===== src/rtl/uart_dump_pkg.sv =====
// rtl/uart_dump_pkg.sv - shared types and helpers for the capture-RAM UART dump sequencer
// Optional checksum trailer selected by UART_DUMP_CSUM_EN.
package uart_dump_pkg;

    typedef enum logic [2:0] {
        ST_IDLE,
        ST_HDR0,
        ST_HDR1,
        ST_RD,
        ST_WAIT,
        ST_SEND,
`ifdef UART_DUMP_CSUM_EN
        ST_CSUM,
`endif
        ST_DONE
    } dump_state_t;

    localparam logic [7:0] HDR0_DEF = 8'hA5;
    localparam logic [7:0] HDR1_DEF = 8'h5A;

    // Bytes on the wire per frame: two header bytes, the data, and the optional checksum.
    function automatic int unsigned frame_len(input int unsigned depth);
`ifdef UART_DUMP_CSUM_EN
        return depth + 3;
`else
        return depth + 2;
`endif
    endfunction

endpackage


===== src/rtl/uart_dump_sched.sv =====
// rtl/uart_dump_sched.sv - paces capture-RAM readout into a UART TX byte stream, one framed packet per start
// Checksum trailer byte present when UART_DUMP_CSUM_EN is defined.
module uart_dump_sched
    import uart_dump_pkg::*;
#(
    parameter int          ADDR_W = 9,
    parameter int          DEPTH  = 512,
    parameter logic [7:0]  HDR0   = HDR0_DEF,
    parameter logic [7:0]  HDR1   = HDR1_DEF
) (
    input  logic              sys_clk,
    input  logic              sys_rst_n,
    input  logic              start,
    input  logic              abort,
    output logic [ADDR_W-1:0] ram_addr,
    output logic              ram_rd_en,
    input  logic [7:0]        ram_dout,
    output logic [7:0]        tx_data,
    output logic              tx_valid,
    input  logic              tx_ready,
    output logic              busy,
    output logic              done
);

    localparam logic [ADDR_W-1:0] LAST_ADDR = ADDR_W'(DEPTH - 1);

    dump_state_t state, state_nxt;
    logic        xfer;
    logic        last_byte;

    // Valid is decoded from registered state only, so it never follows tx_ready combinationally.
    always_comb begin
        tx_valid = (state == ST_HDR0) || (state == ST_HDR1) || (state == ST_SEND);
`ifdef UART_DUMP_CSUM_EN
        if (state == ST_CSUM) tx_valid = 1'b1;
`endif
    end

    assign xfer      = tx_valid & tx_ready;
    assign last_byte = (ram_addr == LAST_ADDR);
    assign ram_rd_en = (state == ST_RD);
    assign busy      = (state != ST_IDLE) && (state != ST_DONE);
    assign done      = (state == ST_DONE);

    always_ff @(posedge sys_clk or negedge sys_rst_n) begin
        if (!sys_rst_n) state <= ST_IDLE;
        else            state <= state_nxt;
    end

    always_comb begin
        state_nxt = state;
        if (abort) begin
            state_nxt = ST_IDLE;
        end else begin
            case (state)
                ST_IDLE: if (start) state_nxt = ST_HDR0;
                ST_HDR0: if (xfer)  state_nxt = ST_HDR1;
                ST_HDR1: if (xfer)  state_nxt = ST_RD;
                ST_RD:              state_nxt = ST_WAIT;
                ST_WAIT:            state_nxt = ST_SEND;
                ST_SEND: begin
                    if (xfer) begin
`ifdef UART_DUMP_CSUM_EN
                        state_nxt = last_byte ? ST_CSUM : ST_RD;
`else
                        state_nxt = last_byte ? ST_DONE : ST_RD;
`endif
                    end
                end
`ifdef UART_DUMP_CSUM_EN
                ST_CSUM: if (xfer)  state_nxt = ST_DONE;
`endif
                ST_DONE:            state_nxt = ST_IDLE;
                default:            state_nxt = ST_IDLE;
            endcase
        end
    end

`ifdef UART_DUMP_CSUM_EN
    logic [7:0] checksum;

    always_ff @(posedge sys_clk or negedge sys_rst_n) begin
        if (!sys_rst_n) begin
            checksum <= 8'h00;
        end else if (!abort) begin
            if (state == ST_IDLE && start)     checksum <= 8'h00;
            else if (state == ST_SEND && xfer) checksum <= checksum + tx_data;
        end
    end
`endif

    always_ff @(posedge sys_clk or negedge sys_rst_n) begin
        if (!sys_rst_n) begin
            ram_addr <= '0;
            tx_data  <= 8'h00;
        end else if (abort) begin
            ram_addr <= '0;
            tx_data  <= 8'h00;
        end else begin
            case (state)
                ST_IDLE: begin
                    if (start) begin
                        ram_addr <= '0;
                        tx_data  <= HDR0;
                    end
                end
                ST_HDR0: if (xfer) tx_data <= HDR1;
                ST_WAIT: tx_data <= ram_dout;
                ST_SEND: begin
                    // The last address is compared before incrementing, so a full-range DEPTH never wraps.
                    if (xfer) begin
                        if (last_byte) begin
`ifdef UART_DUMP_CSUM_EN
                            tx_data <= checksum + tx_data;
`endif
                        end else begin
                            ram_addr <= ram_addr + 1'b1;
                        end
                    end
                end
                default: ;
            endcase
            if (state_nxt == ST_DONE) ram_addr <= '0;
        end
    end

endmodule


===== config.mk =====
export PLATFORM = sky130hd
export DESIGN_NAME = uart_dump_sched
export DESIGN_NICKNAME = d
export VERILOG_FILES = /design/src/rtl/uart_dump_pkg.sv /design/src/rtl/uart_dump_sched.sv
export SDC_FILE = /design/constraint.sdc
export NUM_CORES = 1
export LEC_CHECK = 0
export ABC_AREA = 1
export BUFFER_PORTS_ARGS = -buffer_cell sky130_fd_sc_hd__buf_4
export CAP_MARGIN = 30
export CORE_ASPECT_RATIO = 1.25
export CORE_MARGIN = 3
export CORE_UTILIZATION = 40
export CTS_CLUSTER_DIAMETER = 80
export DETAILED_ROUTE_END_ITERATION = 8
export HOLD_SLACK_MARGIN = 0.08
export PLACE_DENSITY_LB_ADDON = 0.1
export SYNTH_ARGS = -nofsm -noshare
export SYNTH_HDL_FRONTEND = slang
export SYNTH_SLANG_ARGS = --single-unit

===== constraint.sdc =====
create_clock -name sys_clk -period 3.5 [get_ports sys_clk]
set_input_delay 0.7 -clock sys_clk [delete_from_list [all_inputs] [get_ports sys_clk]]
set_output_delay 0.7 -clock sys_clk [all_outputs]
set_load 0.01 [all_outputs]

==> flow_summary_export.csv <==
group,metric,value,unit
outcome,status,"completed",
global_routing,grt_usage,15.2,%
sta,final_hold_viol_count,0,
detailed_routing,drt_pass1_iterations,4,
finish,mostFrequentLayoutCell,"nand2_1",
finish,drive_gt1_share,30.5,%
cts,clock-sinks,20,
setup_path,critPathMaxStageDelay,0.50,ns
global_routing,grt-ovfl-total,0,
cts,root_buffer,"clkbuf_4",
logic_synthesis,mappedNetlistArea,1290,µm²
setup_path,crit_path_end_kind,"output port",
finish,nets,216,
finish,antenna_cells,0,
detailed_routing,wirelength,2890,µm
power,irDropWorstVdd,0.193,mV
cts,postCtsResizedCells,0,
power,powerDensity,331,nW/µm²
detailed_routing,wl_per_cell,12.2,µm
finish,layout_common_cells,"nand2_1, buf_4, dfrtp_1, nor2_1, nand3_1",
sta,relSlewSlack,69.0,%
die,core,3000,µm²
setup_path,r2r-start,"ram_addr[0]",
power,switchingPower,0.000162,W
placed_design,pre_cts_ws,1.63,ns
global_routing,grt_max_degree,21,
setup_path,cp_slowest_cell,"dfrtp_1",
placed_design,gp_congestion,0.874,
sta,final.period_utilization,58.9,%
die,dieArea,3950,µm²
detailed_routing,drtAntennaViolNets,0,
flow_run,cap_violations,0,
setup_path,rr_worst_depth,10,
detailed_routing,first_iter_violations,32,
logic_synthesis,avgSynthCellArea,7.77,µm²
die,rows,22,
sta,fin_skew,0.00118,ns
placed_design,portBuffers,33,
cts,clk_latency,0.30,ns
setup_path,r2r_end,"ram_addr[2]",
sta,setup_tns,0,ns
cts,clk_pin_slew,0.11,ns
setup_path,critPathRequiredTime,2.80,ns
global_routing,grt_pass1_vias,1110,
cts,hold_buffers,0,
cts,cts_setup_buffers,0,
power,p_leak,0.858,nW
logic_synthesis,ys_seq_elements,20,
min_path,holdCritPathClass,"in -> async",
die,die_w,56.8,µm
cts,htree_levels,1,
sta,period_needed,2.06,ns
setup_path,crit_type,"reg -> out",
detailed_routing,num_vias,1182,
global_routing,grt_pass1_wl,4910,µm
setup_path,crit_top_cell,"nand2_1",
setup_path,critical_path.top_delay_family,"flip-flops",
sta,max_freq,485,MHz
logic_synthesis,yosysWarningCount,0,
sta,grt_setup_unrepaired,"no",
setup_path,worstSetupStartpointType,"flip-flop",
global_routing,antenna_found_initial,0,
power,p_int,0.000364,W
logic_synthesis,ys_seq_area_share,38.8,%
power,p_seq_share,49.1,%
detailed_routing,vias_per_cell,5.01,
cts,cts_tree,"built",
sta,setup_viol,0,
setup_path,cp_max_fo,6,
setup_path,r2r_slack,1.59,ns
power,p_clk_share,25.8,%
power,p_sw_share,30.8,%
logic_synthesis,synthCells,166,
placed_design,hpwlAfterDp,2190,µm
finish,syn_to_final_growth,23.1,%
detailed_routing,route.detailed.drc,0,
cts,clockBufferDepth,2,
setup_path,worstPathArrival,1.36,ns
logic_synthesis,synthesis.nets,181,
sta,worst_slew_pin_slew,0.464,ns
cts,cts_buffers,3,
die,io_pins,34,
die,initial_core_util,43.0,%
power,pwr-share-comb,25.1,%
logic_synthesis,synth_cell_types,29,
setup_path,path_cells,"inv_1, nand2_1, nor2_1, clkinv_1, nand2_1, buf_4",
finish,num-fill-cells,291,
sta,setup_slack,1.44,ns
sta,drv_slew,0,
die,chipHeight,69.5,µm
setup_path,critPathBufInv,3,
## how the worst max path moves through the flow
stage | startpoint | endpoint | cells past startpoint
final | state[0] | tx_valid | 6
after global routing | state[2] | busy | 5
after CTS | state[0] | tx_valid | 6
after detailed placement | ram_addr[0] | ram_addr[2] | 10
after global placement | ram_addr[0] | ram_addr[4] | 10
after floorplan | ram_addr[0] | ram_addr[3] | 10
## state kept, by name, indices dropped and copies added (netlist names)
| signal | flops |
|---|---|
| ram_addr | 9 |
| state | 3 |
| tx_data | 8 |
## Yosys cell counts (all sizes together)
| cell type | count | area, µm² |
|---|---|---|
| nand4 | 11 | 68.8 |
| a21oi | 10 | 61.3 |
| o21ai | 11 | 73.8 |
| nand3 | 17 | 103 |
| clkinv | 1 | 3.75 |
| o2111ai | 1 | 8.76 |
| xnor2 | 1 | 8.76 |
| nor2 | 23 | 120 |
| o21bai | 1 | 11.3 |
| nand2 | 43 | 179 |
| xor2 | 2 | 17.5 |
| dfrtp | 20 | 500 |
| buf | 3 | 31.3 |
| ha | 2 | 25.0 |
| inv | 20 | 77.6 |
## routing by layer
metal  GRT usage, %  up-vias  share of wire [%]
met4           4.64        0                1.5
met1           19.3      530                 45
met2           25.8       34                 47
met3           2.79        5                6.6
li1               -      613                  -
met5              0        -                  0
## stage by stage
| step | utilization (%) | cells | instance area, µm² | hold WS [ns] | power (W) |
|---|---|---|---|---|---|
| floorplan | - | 166 | 1290 | 0.404 | 0.000343 |
| global placement | 51.7 | 232 | 1550 | 0.466 | 0.000394 |
| detailed placement | 51.7 | 232 | 1550 | 0.471 | 0.000396 |
| CTS | 52.9 | 236 | 1590 | 0.255 | 0.000535 |
| global route | 52.9 | 236 | 1590 | 0.255 | 0.000557 |
| finish | 52.9 | 236 | 1590 | 0.251 | 0.000526 |
## power by group through the flow
stage	clock network, W	logic (W)	registers, W
2_1_floorplan	0	0.0000750	0.000268
3_3_place_gp	0	0.000132	0.000262
3_5_place_dp	0	0.000133	0.000263
4_1_cts	0.000143	0.000134	0.000258
5_1_grt	0.000152	0.000145	0.000260
6_report	0.000136	0.000132	0.000258
## logic make-up after synthesis
group	after synthesis	synth area share, %
buffers and inverters	24	8.73
XOR/XNOR	3	2.04
adder cells (fa/ha/maj)	2	1.94
AO/OA/AOI/OAI	23	12.0
flip-flops	20	38.8
AND/OR/NAND/NOR	94	36.5
## layout make-up
| class | count | area (µm²) | area share [%] |
|---|---|---|---|
| sequential | 20 | 500 | 31.5 |
| multi-input combinational | 122 | 677 | 42.6 |
| clock buffer | 4 | 36.3 | 2.29 |
| timing repair buffer | 33 | 248 | 15.6 |
| inverter | 21 | 81.3 | 5.12 |
| tap | 36 | 45.0 | 2.84 |
Power figures use the tool's default switching activity.
